==> src/rtl/k_and_s_pkg.sv <==
// k_and_s_pkg: shared RAM arbiter types and default widths.
package k_and_s_pkg;
    localparam int ARB_ADDR_W = 5;
    localparam int ARB_DATA_W = 16;
    typedef enum logic [1:0] {ARB_IDLE, ARB_ACCESS, ARB_RESP} arb_state_t;
    typedef enum logic {OWN_CORE, OWN_LDR} arb_owner_t;
endpackage

==> src/rtl/arb_select.sv <==
// arb_select: picks the RAM owner from pending requests.
// K_AND_S_ARB_RR_EN selects round-robin; otherwise the loader has fixed priority.
module arb_select
    import k_and_s_pkg::*;
(
    input  logic       core_req,
    input  logic       ldr_req,
    input  arb_owner_t last_grant,
    output arb_owner_t owner
);
`ifdef K_AND_S_ARB_RR_EN
    assign owner = (core_req && ldr_req) ? ((last_grant == OWN_LDR) ? OWN_CORE : OWN_LDR)
                                         : (ldr_req ? OWN_LDR : OWN_CORE);
`else
    assign owner = ldr_req ? OWN_LDR : OWN_CORE;
`endif
endmodule

==> src/rtl/ram_port_arbiter.sv <==
// ram_port_arbiter: serialises core and loader accesses onto one single-port RAM.
// Arbitration rule set by K_AND_S_ARB_RR_EN (see arb_select).
module ram_port_arbiter
    import k_and_s_pkg::*;
#(
    parameter int ADDR_W = ARB_ADDR_W,
    parameter int DATA_W = ARB_DATA_W
) (
    input  logic              clk,
    input  logic              rst_n,
    input  logic              core_req,
    input  logic              core_we,
    input  logic [ADDR_W-1:0] core_addr,
    input  logic [DATA_W-1:0] core_wdata,
    output logic              core_ack,
    output logic [DATA_W-1:0] core_rdata,
    input  logic              ldr_req,
    input  logic              ldr_we,
    input  logic [ADDR_W-1:0] ldr_addr,
    input  logic [DATA_W-1:0] ldr_wdata,
    output logic              ldr_ack,
    output logic [DATA_W-1:0] ldr_rdata,
    output logic              ram_en,
    output logic              ram_we,
    output logic [ADDR_W-1:0] ram_addr,
    output logic [DATA_W-1:0] ram_wdata,
    input  logic [DATA_W-1:0] ram_rdata,
    output logic              busy
);
    arb_state_t        state;
    arb_owner_t        owner_q, last_grant, sel;
    logic              we_q;
    logic [ADDR_W-1:0] addr_q;
    logic [DATA_W-1:0] wdata_q, core_rdata_q, ldr_rdata_q;
    logic              access, resp, done;

    arb_select u_sel (
        .core_req  (core_req),
        .ldr_req   (ldr_req),
        .last_grant(last_grant),
        .owner     (sel)
    );

    always_ff @(posedge clk or negedge rst_n) begin
        if (!rst_n) begin
            state        <= ARB_IDLE;
            owner_q      <= OWN_CORE;
            last_grant   <= OWN_CORE;
            we_q         <= 1'b0;
            addr_q       <= '0;
            wdata_q      <= '0;
            core_rdata_q <= '0;
            ldr_rdata_q  <= '0;
        end else begin
            case (state)
                ARB_IDLE: begin
                    if (core_req || ldr_req) begin
                        state      <= ARB_ACCESS;
                        owner_q    <= sel;
                        last_grant <= sel;
                        we_q       <= (sel == OWN_LDR) ? ldr_we : core_we;
                        addr_q     <= (sel == OWN_LDR) ? ldr_addr : core_addr;
                        wdata_q    <= (sel == OWN_LDR) ? ldr_wdata : core_wdata;
                    end
                end
                ARB_ACCESS: state <= we_q ? ARB_IDLE : ARB_RESP;
                ARB_RESP: begin
                    state <= ARB_IDLE;
                    if (owner_q == OWN_LDR) ldr_rdata_q <= ram_rdata;
                    else core_rdata_q <= ram_rdata;
                end
                default: state <= ARB_IDLE;
            endcase
        end
    end

    // Outputs decode registered state only, so reset clears them without a clock edge.
    assign access     = (state == ARB_ACCESS);
    assign resp       = (state == ARB_RESP);
    assign done       = (access && we_q) || resp;
    assign ram_en     = access;
    assign ram_we     = access && we_q;
    assign ram_addr   = access ? addr_q : '0;
    assign ram_wdata  = access ? wdata_q : '0;
    assign core_ack   = done && (owner_q == OWN_CORE);
    assign ldr_ack    = done && (owner_q == OWN_LDR);
    // Read data is forwarded in the ack cycle, then held by the owner's register.
    assign core_rdata = (resp && owner_q == OWN_CORE) ? ram_rdata : core_rdata_q;
    assign ldr_rdata  = (resp && owner_q == OWN_LDR) ? ram_rdata : ldr_rdata_q;
    assign busy       = (state != ARB_IDLE);
endmodule

==> config.mk <==
export PLATFORM = sky130hd
export DESIGN_NAME = ram_port_arbiter
export DESIGN_NICKNAME = d
export VERILOG_FILES = /design/src/rtl/k_and_s_pkg.sv /design/src/rtl/arb_select.sv /design/src/rtl/ram_port_arbiter.sv
export SDC_FILE = /design/constraint.sdc
export NUM_CORES = 1
export LEC_CHECK = 0
export BUFFER_PORTS_ARGS = -buffer_cell sky130_fd_sc_hd__clkbuf_2
export CAP_MARGIN = 25
export CORE_MARGIN = 5
export CORE_UTILIZATION = 45
export DETAILED_ROUTE_END_ITERATION = 12
export PLACE_DENSITY = 0.86
export RECOVER_POWER = 25
export SKIP_LAST_GASP = 1
export SLEW_MARGIN = 20
export SYNTH_ARGS = -nofsm -noshare
export SYNTH_HDL_FRONTEND = slang
export SYNTH_SLANG_ARGS = --single-unit
==> constraint.sdc <==
create_clock -name clk -period 1.8 [get_ports clk]
set_input_delay 0.18 -clock clk [delete_from_list [all_inputs] [get_ports clk]]
set_output_delay 0.18 -clock clk [all_outputs]
set_load 0.02 [all_outputs]
==> impl_metrics.toml <==
[floorplan]
num_rows = 29
design.core.area_um2 = 6280
die_width_um = 89.7
fp.dieArea_um2 = 8040
floorplan.io_pins = 122
floorplan.initialDensity_pct = 45.5
floorplan.die.height_um = 89.7

[detailed_routing]
wl_per_cell_um = 16.9
dr_total_vias = 2004
detail_route.vias_per_cell = 4.90
drt_iter0_drc = 67
postRouteWirelength_mm = 6.93
route.antenna.remaining_nets = 0
drt_first_pass_iters = 4
drt_drc_violations_left = 0

[sta]
final_min_period_over_clock_period_pct = 107
timing.final.setup_violations = 32
worst_slack_ns = -0.120
worst_hold_slack_ns = 0.119
setup_repair_after_global_routing_missed_its_margin = "true"
final.setup_skew_ns = 0.00736
finalMaxSlewViolations = 0
max-slew-margin-rel_pct = 48.2
worst-slew-pin-transition_ns = 0.777
timing_hold_violations_final = 0
period_minus_slack_ns = 1.92
max_freq_ghz = 0.521

[critical_path]
r2r_end = "wdata_q[12]"
startpoint_type = "register"
worstPathMaxFanout = 8
reg2reg_depth = 4
timing.critical_path.arrival_ns = 1.74
critPathCaptureType = "output pin"
setup.worst_path.class = "register to output pin"
worstPathRequired_ns = 1.62
r2r_slack_ns = 0.11
worst_r2r_src = "state[1]"

[clocking]
cts_buffers = 9
clock_tree.root_cell = "clkbuf_8"
h-tree-depth = 3
cts.path.max_buffers = 2
worstSkewPairLatency_ns = 0.33
tritoncts_num_sinks = 57
tritoncts = "done"
worst_setup_hold_path_clk_slew_ns = 0.06

[logic_synthesis]
synthCells = 195
ys_seq_elements = 57
mappedNetlistArea_um2 = 2860
post_synth.cell_area_avg_um2 = 14.7
synth_top_cells_by_area = "dfrtp_1 (50%), mux2_2 (31%), mux2_4 (6.8%)"
yosysTopAreaCell = "dfrtp_1"
postSynthNetCount = 259
synth_top_cell_area_share_pct = 49.9
ys_types = 16
ys_warn_count = 0
synth-seq-area-share_pct = 49.9

[run]
maxCapViolCount = 0

[worst_hold_path]
hp-class = "input pin to register"
hold_start = "ram_rdata[15]"
hold_path_end = "core_rdata_q[15]"
holdPathStages = 2

[pwr]
p_leak_uw = 0.00201
ir_drop_uv = 1190
power_density_nw_per_um2 = 1960

[grt]
maximum_number_of_pins_on_one_net_before_global_route_repair = 58
first_global_vias = 2027
grt-ovfl-total = 0
grt_use_total_pct = 15.9
antenna_found_initial = 0
grt_pass1_wl_mm = 9.53

[final_layout]
layout_commonest_cell = "clkbuf_2"
layout.cells.most_common_list = "clkbuf_2 (90), mux2_2 (65), dfrtp_1 (57), mux2_4 (26), buf_6 (25)"
num-nets-final = 392
postLayoutCoreUtil_pct = 64.9
antennaDiodeCount = 0
final_layout_size_suffix_gt1_share_pct = 73.8
final_cell_count_no_fill = 409
synthToLayoutAreaGrowth_pct = 42.6

[run_status]
status = "finished with violations"
failed_checks = "setup timing"

[placed_design]
routabilityCongestion = 0.700
place.port_buffers = 121
place_inst = 386
place_hpwl_mm = 4.41
-- flip-flops by register name, summed over array words and instances (netlist names) --
signal and count:
wdata_q 16, core_rdata_q 16, owner_q 1, ldr_rdata_q 16, we_q 1, addr_q 5, state 2
-- synthesized netlist by cell type, drive strengths merged --
library cell   n
a21oi          1
a22o           1
and2          22
and2b          1
buf            9
clkbuf         3
dfrtp         57
inv            1
mux2          91
nand2          2
nor2           2
nor2b          4
o21a           1
-- worst max path at each step --
stage,startpoint,to,cells after the start
global placement,state[0],core_rdata[1],5
CTS,state[1],ldr_rdata[15],6
global route,state[1],ldr_rdata[15],6
detailed placement,state[0],wdata_q[12],3
floorplan,state[0],core_rdata[10],5
finish,state[1],ldr_rdata[15],6
-- stage by stage --
step	worst slack (ns)	setup TNS [ns]	area (um^2)	power (uW)
floorplan	0.345	0	2860	4920
global placement	0.253	0	3510	5860
detailed placement	0.223	0	3510	5960
CTS	-0.138	-3.54	3830	7320
global route	-0.190	-5.34	4070	8410
finish	-0.120	-2.71	4070	7980
-- cells by family after synthesis --
group                  count (synthesis)  share of synthesized area, %
multiplexers                          91                          37.6
flip-flops                            57                          49.9
AND/OR/NAND/NOR                       31                          7.05
buffers and inverters                 13                          4.42
AO/OA/AOI/OAI                          3                          1.05
-- what timing repair did --
action                     CTS  global route
hold buffers                 1             0
hold endpoints to repair    57             0
cloned                       2             1
gates resized for setup     15            92
setup buffers                1             3
setup endpoints to repair   32            51
-- where the power goes --
| group | switching [uW] | internal, uW | total (uW) |
|---|---|---|---|
| Clock | 479 | 597 | 1080 |
| Sequential | 326 | 1940 | 2260 |
| Combinational | 2150 | 2490 | 4640 |
| Total | 2950 | 5020 | 7980 |
-- metal layers --
metal / vias to the layer above / routed length [um] / track usage (%)
li1: 949 / - / -
met1: 982 / 2760 / 19.3
met2: 63 / 3700 / 26.2
met3: 10 / 390 / 5.57
met4: 0 / 82 / 5.82
met5: - / 0 / 0
-- cell type report --
type / instances / area (um^2)
Clock buffer: 12 / 165
Clock inverter: 3 / 15.0
Fill cell: 462 / 2200
Inverter: 1 / 3.75
Multi-Input combinational cell: 125 / 1370
Sequential cell: 57 / 1430
Tap cell: 77 / 96.3
Timing Repair Buffer: 134 / 997
-- critical path: stages (launching register included) --
cell and delay [ns]:
dfrtp_1 0.40, nor2b_4 0.14, buf_4 0.15, nand2_8 0.09
buf_12 0.14, mux2_2 0.34, clkbuf_2 0.16
Power figures use the tool's default switching activity.
